<file path="src/rtl/jtframe_input_merge.sv">
`default_nettype none
// ============================================================================
// Module   : jtframe_input_merge
// Purpose  : PS/2 + MiSTer joystick merge into registered active-low game
//            inputs, with pause toggle, coin stretcher and autofire
// Revision : 1.0
// ============================================================================
module jtframe_input_merge #(
    parameter int          NPLAYERS     = 2,
    parameter int          NBUTTONS     = 1,
    parameter logic [15:0] COIN_W       = 16'd4096,
    parameter int unsigned AUTOFIRE_DIV = 32'd2000000
) (
    input  logic                             clk,
    input  logic                             rst_n,
    input  logic [10:0]                      ps2_key,
    input  logic [16*NPLAYERS-1:0]           joy,
    input  logic                             soft_rst,
    input  logic                             autofire_en,
    output logic [(4+NBUTTONS)*NPLAYERS-1:0] game_joy,
    output logic [NPLAYERS-1:0]              game_start,
    output logic                             game_coin,
    output logic                             pause
);
    localparam int c_JW   = 4 + NBUTTONS;
    localparam int c_AF_W = (AUTOFIRE_DIV > 1) ? $clog2(AUTOFIRE_DIV) : 1;
    localparam logic [c_AF_W-1:0] c_AF_LAST = c_AF_W'(AUTOFIRE_DIV - 1);

    localparam logic [7:0] c_KEY_UP     = 8'h75;
    localparam logic [7:0] c_KEY_DOWN   = 8'h72;
    localparam logic [7:0] c_KEY_LEFT   = 8'h6B;
    localparam logic [7:0] c_KEY_RIGHT  = 8'h74;
    localparam logic [7:0] c_KEY_BTN0   = 8'h14;
    localparam logic [7:0] c_KEY_BTN1   = 8'h11;
    localparam logic [7:0] c_KEY_BTN2   = 8'h29;
    localparam logic [7:0] c_KEY_BTN3   = 8'h12;
    localparam logic [7:0] c_KEY_START0 = 8'h05;
    localparam logic [7:0] c_KEY_START1 = 8'h06;
    localparam logic [7:0] c_KEY_COIN   = 8'h04;
    localparam logic [7:0] c_KEY_PAUSE  = 8'h0C;

    logic                    r_armed;
    logic                    r_kb_ref;
    logic [3:0]              r_kb_dir;      // {up, down, left, right}
    logic [3:0]              r_kb_btn;
    logic [3:0]              r_kb_start;    // sized for 4 players; only [1:0] have keys
    logic                    r_kb_coin;
    logic                    r_kb_pause;
    logic [c_AF_W-1:0]       r_af_cnt;
    logic                    r_af_phase;
    logic [15:0]             r_coin_cnt;
    logic                    r_coin_prev;
    logic                    r_pause_prev;
    logic                    r_pause;
    logic [c_JW*NPLAYERS-1:0] r_game_joy;
    logic [NPLAYERS-1:0]     r_game_start;

    logic [c_JW*NPLAYERS-1:0] w_joy_next;
    logic [NPLAYERS-1:0]     w_start_next;
    logic [NPLAYERS-1:0]     w_coin_p;
    logic [NPLAYERS-1:0]     w_pause_p;
    logic                    w_coin;
    logic                    w_pause;
    logic                    w_coin_rise;
    logic                    w_pause_rise;
    logic                    w_unused;

    // First cycle out of reset only captures the toggle bit so a stale level is not decoded
    always_ff @(posedge clk or negedge rst_n) begin
        if (!rst_n) begin
            r_armed    <= 1'b0;
            r_kb_ref   <= 1'b0;
            r_kb_dir   <= 4'b0;
            r_kb_btn   <= 4'b0;
            r_kb_start <= 4'b0;
            r_kb_coin  <= 1'b0;
            r_kb_pause <= 1'b0;
        end else if (!r_armed) begin
            r_armed  <= 1'b1;
            r_kb_ref <= ps2_key[10];
        end else if (ps2_key[10] != r_kb_ref) begin
            r_kb_ref <= ps2_key[10];
            case (ps2_key[7:0])
                c_KEY_UP:     r_kb_dir[3]   <= ps2_key[9];
                c_KEY_DOWN:   r_kb_dir[2]   <= ps2_key[9];
                c_KEY_LEFT:   r_kb_dir[1]   <= ps2_key[9];
                c_KEY_RIGHT:  r_kb_dir[0]   <= ps2_key[9];
                c_KEY_BTN0:   r_kb_btn[0]   <= ps2_key[9];
                c_KEY_BTN1:   r_kb_btn[1]   <= ps2_key[9];
                c_KEY_BTN2:   r_kb_btn[2]   <= ps2_key[9];
                c_KEY_BTN3:   r_kb_btn[3]   <= ps2_key[9];
                c_KEY_START0: r_kb_start[0] <= ps2_key[9];
                c_KEY_START1: r_kb_start[1] <= ps2_key[9];
                c_KEY_COIN:   r_kb_coin     <= ps2_key[9];
                c_KEY_PAUSE:  r_kb_pause    <= ps2_key[9];
                default: ;
            endcase
        end
    end

    for (genvar p = 0; p < NPLAYERS; p++) begin : g_player
        logic [3:0]          w_kb_dir;
        logic [NBUTTONS-1:0] w_kb_btn;
        logic [3:0]          w_raw_dir;
        logic [NBUTTONS-1:0] w_raw_btn;
        logic [NBUTTONS-1:0] w_af_mask;

        assign w_kb_dir  = (p == 0) ? r_kb_dir : 4'b0;
        assign w_kb_btn  = (p == 0) ? r_kb_btn[NBUTTONS-1:0] : {NBUTTONS{1'b0}};
        assign w_raw_dir = joy[16*p +: 4] | w_kb_dir;
        assign w_raw_btn = joy[16*p+4 +: NBUTTONS] | w_kb_btn;
        assign w_af_mask = autofire_en ? {NBUTTONS{r_af_phase}} : {NBUTTONS{1'b1}};

        assign w_joy_next[c_JW*p +: c_JW] = ~{w_raw_btn & w_af_mask, w_raw_dir};
        assign w_start_next[p] = ~(joy[16*p+8] | r_kb_start[p]);
        assign w_coin_p[p]     = joy[16*p+9];
        assign w_pause_p[p]    = joy[16*p+10];
    end

    assign w_coin       = (|w_coin_p) | r_kb_coin;
    assign w_pause      = (|w_pause_p) | r_kb_pause;
    // Edges are only honoured once armed, so levels held through reset release are ignored
    assign w_coin_rise  = r_armed & w_coin & ~r_coin_prev;
    assign w_pause_rise = r_armed & w_pause & ~r_pause_prev;
    assign w_unused     = ^{ps2_key[8], joy, r_kb_btn, r_kb_start};

    always_ff @(posedge clk or negedge rst_n) begin
        if (!rst_n) begin
            r_game_joy   <= '1;
            r_game_start <= '1;
        end else begin
            r_game_joy   <= w_joy_next;
            r_game_start <= w_start_next;
        end
    end

    always_ff @(posedge clk or negedge rst_n) begin
        if (!rst_n) begin
            r_af_cnt   <= '0;
            r_af_phase <= 1'b0;
        end else if (r_af_cnt == c_AF_LAST) begin
            r_af_cnt   <= '0;
            r_af_phase <= ~r_af_phase;
        end else begin
            r_af_cnt   <= r_af_cnt + 1'b1;
        end
    end

    always_ff @(posedge clk or negedge rst_n) begin
        if (!rst_n) begin
            r_coin_cnt  <= 16'd0;
            r_coin_prev <= 1'b0;
        end else begin
            r_coin_prev <= w_coin;
            if (r_coin_cnt == 16'd0) begin
                if (w_coin_rise) r_coin_cnt <= COIN_W;
            end else begin
                r_coin_cnt <= r_coin_cnt - 16'd1;
            end
        end
    end

    always_ff @(posedge clk or negedge rst_n) begin
        if (!rst_n) begin
            r_pause      <= 1'b0;
            r_pause_prev <= 1'b0;
        end else begin
            r_pause_prev <= w_pause;
            if (soft_rst)          r_pause <= 1'b0;
            else if (w_pause_rise) r_pause <= ~r_pause;
        end
    end

    assign game_joy   = r_game_joy;
    assign game_start = r_game_start;
    assign game_coin  = (r_coin_cnt == 16'd0);
    assign pause      = r_pause;

endmodule
`default_nettype wire

</file>
<file path="config.mk">
export PLATFORM = sky130hd
export DESIGN_NAME = jtframe_input_merge
export DESIGN_NICKNAME = d
export VERILOG_FILES = /design/src/rtl/jtframe_input_merge.sv
export SDC_FILE = /design/constraint.sdc
export NUM_CORES = 1
export LEC_CHECK = 0
export CORE_MARGIN = 2
export CORE_UTILIZATION = 56
export CTS_BUF_LIST = sky130_fd_sc_hd__clkbuf_2 sky130_fd_sc_hd__clkbuf_4 sky130_fd_sc_hd__clkbuf_8
export DETAILED_ROUTE_END_ITERATION = 10
export PLACE_DENSITY = 0.87
export SLEW_MARGIN = 15
export SYNTH_ARGS = -nofsm -noshare
export SYNTH_HDL_FRONTEND = slang
export SYNTH_SLANG_ARGS = --single-unit
</file>
<file path="constraint.sdc">
create_clock -name clk -period 5.39 [get_ports clk]
set_input_delay 1.3475 -clock clk [delete_from_list [all_inputs] [get_ports clk]]
set_output_delay 1.3475 -clock clk [all_outputs]
set_load 0.1 [all_outputs]
</file>
==> metrics.cfg, run 1 <==
[placement]
dp_slack_ns=1.50
gp_congestion=0.843
dpl.hpwl_um=3530
portBuffers=43

[worst_setup_path]
crit_type=reg2out
rr_startpoint=r_coin_cnt[0]
r2r_end=r_coin_cnt[9]
worstPathRequired_ns=4.04
crit_path_start=r_coin_cnt[0]
crit_path_end_kind=output port
cp.arrival_ns=2.91
reg2reg_slack_ns=2.77
worstSetupStartpointType=register
worstRegToRegCells=7
crit_fanout=14

[clocking]
cts_resized=0
clock_latency_ns=0.34
clk_pin_slew_ns=0.07
cts_buffers=9
htreeDepth=3
cts.sink_count=64
clock_path_buffers=2
cts_setup_buffers=0
cts_tree=built
cts_hold_buf=0
root_buffer=clkbuf_8

[finish]
area_growth_pct=24.8
antenna_cells=0
layout_common_cells=52 x dfrtp_1, 41 x clkdlybuf4s50_1, 27 x nor2_1
fin_nets=340
drive_gt1_frac=0.172
final_common_cell=dfrtp_1

[routing]
drtIter0Drc=59
first_pass_iters=4
wl_per_cell_um=14.0
antenna_left=0
routed-via-count=1925
route.detailed.drc=0
via_per_inst=5.30
wl_um=5070

[global_route]
grt-ovfl-total=0
grt_pass1_wl_um=8680
grt_pass1_vias=1952
grt_use_total=0.211
antenna_found_initial=0
grt_max_degree=65

[yosys]
yosys_register_bits=64
synth_area_per_cell_um2=11.6
synth_seq_area_share=0.583
ys.warnings.count=0
syn_nets=288
netlist_area_um2=2780
syn-instance-count=239
synth.distinct_cells=39

[timing]
relSlewSlack=0.334
final-max-slew-violation-count=0
finClkSkew_ns=0.0103
setup_viol=0
tns_ns=0
rsz0062_at_grt=false
worst_slew_pin_slew_ns=0.996
min_period_ns=4.26
worst_slack_ns=1.13
max_freq_mhz=235
fin_crit_sh=0.790
hold_viol=0

[hold_path]
min_from=g_player[0].w_kb_dir[0]
min_path_type=reg2reg
hold_end=game_joy[0]
holdPathStages=1

[floorplan]
core_um2=4750
start_util=0.584
ios=61
die_h_um=74.4
num_rows=25
die_width_um=74.4
die_area_um2=5530

[power]
p_per_area_nw_per_um2=356
power_leakage_nw=1.54
max-vdd-ir-drop_uv=197

[status]
run_status=finished, final reports clean

[run]
cap_violations=0

-- logic make-up (layout without fill, tap and decap cells) --
logic type / count (synthesis) / count (layout) / synth area share
adder cells (fa/ha/maj): 2 / 2 / 0.00902
flip-flops: 64 / 64 / 0.583
buffers and inverters: 10 / 67 / 0.0162
multiplexers: 10 / 10 / 0.0406
other: 1 / 1 / 0.00135
XOR/XNOR: 30 / 30 / 0.0947
AND/OR/NAND/NOR: 112 / 112 / 0.235
AO/OA/AOI/OAI: 10 / 10 / 0.0207
-- worst max-delay path, stage by stage (launching register included) --
cell and delay, ns:
dfrtp_1 0.43, inv_1 0.09, ha_1 0.18, or3b_1 0.40, or3_4 0.38, nor4_4 0.66
buf_4 0.42
-- cells in the mapped netlist, drive strengths merged --
master  count  area (um^2)
inv         7         26.3
or3b        1         8.76
nand4       6         37.5
o21ai       6         30.0
and4        2         17.5
conb        1         3.75
dfstp      12          315
nor2b       1         6.26
dfrtp      52         1300
or4         4         38.8
or2         3         21.3
nor4bb      3         30.0
nand2b      2         12.5
nor3        9         50.1
xor2       22          193
xnor2       8         70.1
and2        1         6.26
nand3b      5         37.5
nand4b      2         17.5
nor4        7         58.8
ha          2         25.0
buf         1         11.3
mux2       10          113
nor4b       2         17.5
nand3      15         75.1
nor2       28          108
a21o        3         22.5
clkbuf      2         7.51
or3         6         42.5
and3        4         25.0
nand2      11         41.3
a21oi       1         5.00
-- per-stage QoR --
stage	cells	utilization	hold WS (ns)	instance area (um^2)	total power, mW
after floorplan	239	-	0.361	2780	0.767
after global placement	347	0.688	0.374	3270	0.832
after detailed placement	347	0.688	0.372	3270	0.842
after CTS	363	0.729	0.382	3460	1.25
after global routing	363	0.729	0.407	3460	1.29
final	363	0.729	0.382	3460	1.23
-- worst max-delay path by stage --
| stage | to |
|---|---|
| after floorplan | game_coin |
| after global placement | game_coin |
| after detailed placement | game_coin |
| after CTS | game_coin |
| after global routing | game_coin |
| final | game_coin |
-- flip-flops by register name, indices dropped and copies added, names as in the netlist --
| name | cells |
|---|---|
| r_af_cnt | 21 |
| r_coin_cnt | 16 |
| game_joy | 10 |
| g_player.w_kb_dir | 4 |
| game_start | 2 |
| r_kb_start | 2 |
| pause | 1 |
| r_af_phase | 1 |
| r_armed | 1 |
| r_coin_prev | 1 |
| r_kb_btn | 1 |
| r_kb_coin | 1 |
| r_kb_pause | 1 |
| r_kb_ref | 1 |
| r_pause_prev | 1 |
-- layer usage --
metal / global-route usage / vias to the layer above / part of all wire
li1: - / 935 / -
met4: 0.0893 / 0 / 0.016
met3: 0.0610 / 9 / 0.039
met5: 0 / - / 0
met2: 0.353 / 38 / 0.51
met1: 0.256 / 943 / 0.44
-- where the power goes --
group | leakage (nW) | switching (mW) | internal, mW | total, mW
combinational | 0.637 | 0.121 | 0.100 | 0.221
clock | 0.101 | 0.174 | 0.228 | 0.401
sequential | 0.799 | 0.0624 | 0.549 | 0.612
-- layout make-up --
| cell class | count | area [um^2] |
|---|---|---|
| Fill cell | 342 | 1290 |
| Timing Repair Buffer | 44 | 430 |
| Inverter | 7 | 26.3 |
| Multi-Input combinational cell | 165 | 1110 |
| Sequential cell | 64 | 1620 |
| Tap cell | 67 | 83.8 |
| Clock buffer | 12 | 146 |
| Clock inverter | 4 | 47.5 |
(Power assumes the default switching activity.)
==> inputs of run 2 (changes only) <==
Settings changed: CORE_UTILIZATION 56 to 47, PLACE_DENSITY 0.87 to 0.78.
Clock period 5.39 ns to 3.9 ns, I/O delays scaled along.
==> run 2 against run 1 <==
Effect of this change:
- clock power grew 19%
- combinational power grew 38%
- total power grew 32%
- count of clock-buffer cells in the layout shrank 2
- final cell count grew 1.7%
- core utilization shrank 11 points
- routed wire length grew 2.3%
==> metrics.cfg, run 2 (synthesized netlist as in run 1, its figures left out) <==
[timing]
worst_slew_pin_slew_ns=0.971
relSlewSlack=0.351
fin_crit_sh=0.834
final-max-slew-violation-count=0
max_freq_mhz=307
finClkSkew_ns=0.00550
tns_ns=0
rsz0062_at_grt=false
min_period_ns=3.25
hold_viol=0
setup_viol=0

[routing]
antenna_left=0
via_per_inst=5.12
drtIter0Drc=158
first_pass_iters=4
route.detailed.drc=0
wl_um=5190
wl_per_cell_um=14.1
routed-via-count=1888

[clocking]
cts.sink_count=64
cts_setup_buffers=0
htreeDepth=3
cts_resized=0
root_buffer=clkbuf_8
cts_buffers=9
clock_path_buffers=2
clk_pin_slew_ns=0.07
clock_latency_ns=0.34
cts_tree=built
cts_hold_buf=0

[finish]
n_fill_cell=472
largest_reg_flops=21
layout_common_cells=52 x dfrtp_1, 41 x clkdlybuf4s50_1, 27 x nor2_1
final_common_cell=dfrtp_1
fin_area_um2=3460
antenna_cells=0
largest-register=r_af_cnt
ff_latch_area_um2=1620
multi_input_area_um2=1110
area_growth_pct=24.8
fin_nets=341
drive_gt1_frac=0.175

[placement]
dpl.hpwl_um=3580
gp_congestion=0.855
dpl_cell_area_um2=3300
portBuffers=43

[global_route]
grt_max_degree=65
grt-ovfl-total=0
grt_use_total=0.182
grt_pass1_wl_um=8810
antenna_found_initial=0
grt_pass1_vias=1939

[power]
power_leakage_nw=1.53
power_frac_clock=0.294
p_per_area_nw_per_um2=470
max-vdd-ir-drop_uv=286
p_switching_uw=497
pwr-share-comb=0.188
power_frac_seq=0.518
intPower_mw=1.13
swShare=0.305

[worst_setup_path]
worstPathCellList=inv_1 -> ha_1 -> or3b_1 -> or3_4 -> nor4_4 -> buf_12
cp_slowest_cell=dfrtp_1
crit_type=reg2out
max_stage_delay_ns=0.41
cp.arrival_ns=2.28
worstRegToRegCells=8
worstSetupStartpointType=register
rr_startpoint=r_coin_cnt[0]
reg2reg_slack_ns=1.54
crit_path_end_kind=output port
crit_fanout=5
worstPathRequired_ns=2.92
r2r_end=r_coin_cnt[11]

[floorplan]
core_um2=5610
num_rows=27
die_area_um2=6540
ios=61
die_width_um=80.8
die_h_um=80.8
start_util=0.495

[hold_path]
holdPathStages=1
hold_end=game_joy[2]
min_from=g_player[0].w_kb_dir[2]
min_path_type=reg2reg

[status]
run_status=finished, final reports clean

[run]
cap_violations=0

run 2: area by class of cell:
type / instances / area share
multi-input cells: 165 / 0.321
clock buffers: 10 / 0.0379
well taps: 72 / 0.0260
flip-flops and latches: 64 / 0.467
repair buffers: 45 / 0.130
clock inverters: 6 / 0.0105
inverters: 7 / 0.00758
run 2: routing by layer:
metal | wire length [um] | part of all wire | GRT usage | vias up
li1 | - | - | - | 940
met1 | 2350 | 0.45 | 0.218 | 908
met2 | 2560 | 0.49 | 0.298 | 32
met3 | 198 | 0.038 | 0.0744 | 8
met4 | 80 | 0.015 | 0.0644 | 0
met5 | 0 | 0 | 0 | -
run 2: worst max-delay path, delay by kind of cell, from the launching register on:
family / cells / cell delay (ns)
buf+inv: 2 / 0.29
flops: 1 / 0.41
fa+ha+maj: 1 / 0.17
simple gates: 3 / 1.08
run 2: worst max path at each step:
stage	from	depth (start not counted)	endpoint
after global routing	r_coin_cnt[0]	6	game_coin
after detailed placement	r_coin_cnt[0]	6	game_coin
after global placement	r_coin_cnt[0]	6	game_coin
after floorplan	r_coin_cnt[0]	6	game_coin
final	r_coin_cnt[0]	6	game_coin
after CTS	r_coin_cnt[0]	6	game_coin
run 2: power by group through the flow:
stage | combinational, mW | sequential [mW] | clock (mW)
2_1_floorplan | 0.171 | 0.888 | 0
3_3_place_gp | 0.299 | 0.850 | 0
3_5_place_dp | 0.311 | 0.855 | 0
4_1_cts | 0.310 | 0.845 | 0.497
5_1_grt | 0.338 | 0.861 | 0.530
6_report | 0.305 | 0.844 | 0.479
run 2: through the flow:
step | std cells | hold slack [ns] | total power [mW] | util | setup slack [ns]
3_3_place_gp | 353 | 0.377 | 1.15 | 0.588 | 1.02
2_1_floorplan | 239 | 0.361 | 1.06 | - | 0.950
3_5_place_dp | 353 | 0.381 | 1.17 | 0.588 | 0.996
5_1_grt | 369 | 0.416 | 1.73 | 0.618 | 0.505
6_report | 369 | 0.388 | 1.63 | 0.618 | 0.645
4_1_cts | 369 | 0.390 | 1.65 | 0.618 | 0.619
==> inputs of run 3 (changes only) <==
Clock period 3.9 ns to 2.85 ns, I/O delays scaled along.
==> run 3 against run 2 <==
Effect of this change:
- critical path depth stayed put
- global-route usage is 0.067 points higher
- the run now ends with negative setup slack left
- sequential cell count stayed put
- cell area is 0.94% higher
==> metrics.cfg, run 3 (synthesized netlist as in run 1, its figures left out) <==
[clocking]
root_buffer=clkbuf_8
cts_buffers=9
cts_hold_buf=0
clk_pin_slew_ns=0.06
cts.sink_count=64
htreeDepth=3
clock_latency_ns=0.33
clock_path_buffers=2
cts_tree=built

[finish]
fin_nets=345
drive_gt1_frac=0.236
n_fill_cell=464
final_common_cell=dfrtp_1
antenna_cells=0
multi_input_area_um2=1120
largest-register=r_af_cnt
ff_latch_area_um2=1620
largest_reg_flops=21
area_growth_pct=26.0
layout_common_cells=52 x dfrtp_1, 28 x clkdlybuf4s50_1, 27 x nor2_1

[timing]
relSlewSlack=0.501
fin_crit_sh=1.01
hold_viol=0
finClkSkew_ns=0.0101
final-max-slew-violation-count=0
rsz0062_at_grt=true
whs_ns=0.393
worst_slew_pin_slew_ns=0.741
setup_viol=1
min_period_ns=2.88
worst_slack_ns=-0.0349
max_freq_mhz=347

[worst_setup_path]
cp_slowest_cell=dfrtp_1
crit_type=reg2out
worstPathRequired_ns=2.14
critPathTopFamily=simple AND/OR/NAND/NOR gates
worstSetupStartpointType=register
crit_path_end_kind=output port
cp.arrival_ns=2.17
crit_fanout=3
worstPathCellList=inv_1 -> ha_2 -> or3b_4 -> or3_4 -> nor4_4 -> buf_12
max_stage_delay_ns=0.39
cp_num_buf_inv=2

[power]
max-vdd-ir-drop_uv=446
p_per_area_nw_per_um2=677
power_leakage_nw=1.58

[global_route]
grt_pass1_wl_um=8960
antenna_found_initial=0
grt-ovfl-total=0
grt_use_total=0.183
grt_pass1_vias=1972
grt_max_degree=30

[floorplan]
die_width_um=80.8
ios=61
num_rows=27
core_um2=5610
die_area_um2=6540
die_h_um=80.8
start_util=0.495

[routing]
wl_per_cell_um=13.9
first_pass_iters=5
wl_um=5200
routed-via-count=1958
route.detailed.drc=0
antenna_left=0
drtIter0Drc=59
via_per_inst=5.25

[status]
violations=negative setup slack
run_status=complete, but fails checks

[placement]
gp_congestion=0.815
dpl.hpwl_um=3740
dp_slack_ns=0.200
portBuffers=43

[hold_path]
min_path_type=reg2reg

[run]
cap_violations=0

[run 3: path summary, 6_finish.rpt]
kind	start	slack, ns	depth (start not counted)	endpoint
max	r_coin_cnt[0]	-0.03	6	game_coin
min	r_kb_start[1]	0.39	1	game_start[1]
max reg2reg	r_coin_cnt[0]	0.60	8	r_coin_cnt[11]
min reg2reg	r_kb_start[1]	0.39	1	game_start[1]
max in group asynchronous	rst_n	1.73	2	r_af_cnt[13]
min in group asynchronous	rst_n	0.40	1	pause
[run 3: per-stage QoR]
stage	setup TNS, ns	power, mW	std cells	utilization	area [um^2]
floorplan	0	1.45	239	-	2780
global placement	0	1.57	355	0.585	3280
detailed placement	0	1.59	355	0.585	3280
CTS	-0.0373	2.38	373	0.624	3500
global route	-0.111	2.49	373	0.624	3500
finish	-0.0349	2.37	373	0.624	3500
[run 3: repair_timing]
| item | in CTS | in global routing |
|---|---|---|
| endpoints found under the setup margin | 1 | 1 |
| resized for setup | 2 | 0 |
| pin swaps | 1 | 0 |
| setup buffers | 2 | 0 |
[run 3: worst reg2reg max path: stages (launching register included)]
cell and delay (ns):
dfrtp_1 0.39, inv_1 0.07, ha_2 0.18, or3b_4 0.39, or3_4 0.36, nor4_4 0.23
buf_4 0.26, nor4_1 0.09, xor2_1 0.15
[run 3: cell type report]
class                           instances  area share
Timing Repair Buffer                   49       0.128
Clock inverter                          4      0.0129
Sequential cell                        64       0.462
Tap cell                               72      0.0258
Inverter                                7     0.00751
Multi-Input combinational cell        165       0.320
Clock buffer                           12      0.0436
[run 3: routing by layer]
metal / wire length, um / GRT usage
met3: 164 / 0.0400
met1: 2390 / 0.229
met2: 2540 / 0.295
met5: 0 / 0
met4: 108 / 0.102
[run 3: power breakdown]
| part | switching [mW] | internal, mW | total [mW] |
|---|---|---|---|
| Sequential | 0.114 | 1.04 | 1.15 |
| Combinational | 0.240 | 0.208 | 0.448 |
| Clock | 0.324 | 0.443 | 0.766 |
| Total | 0.678 | 1.69 | 2.37 |
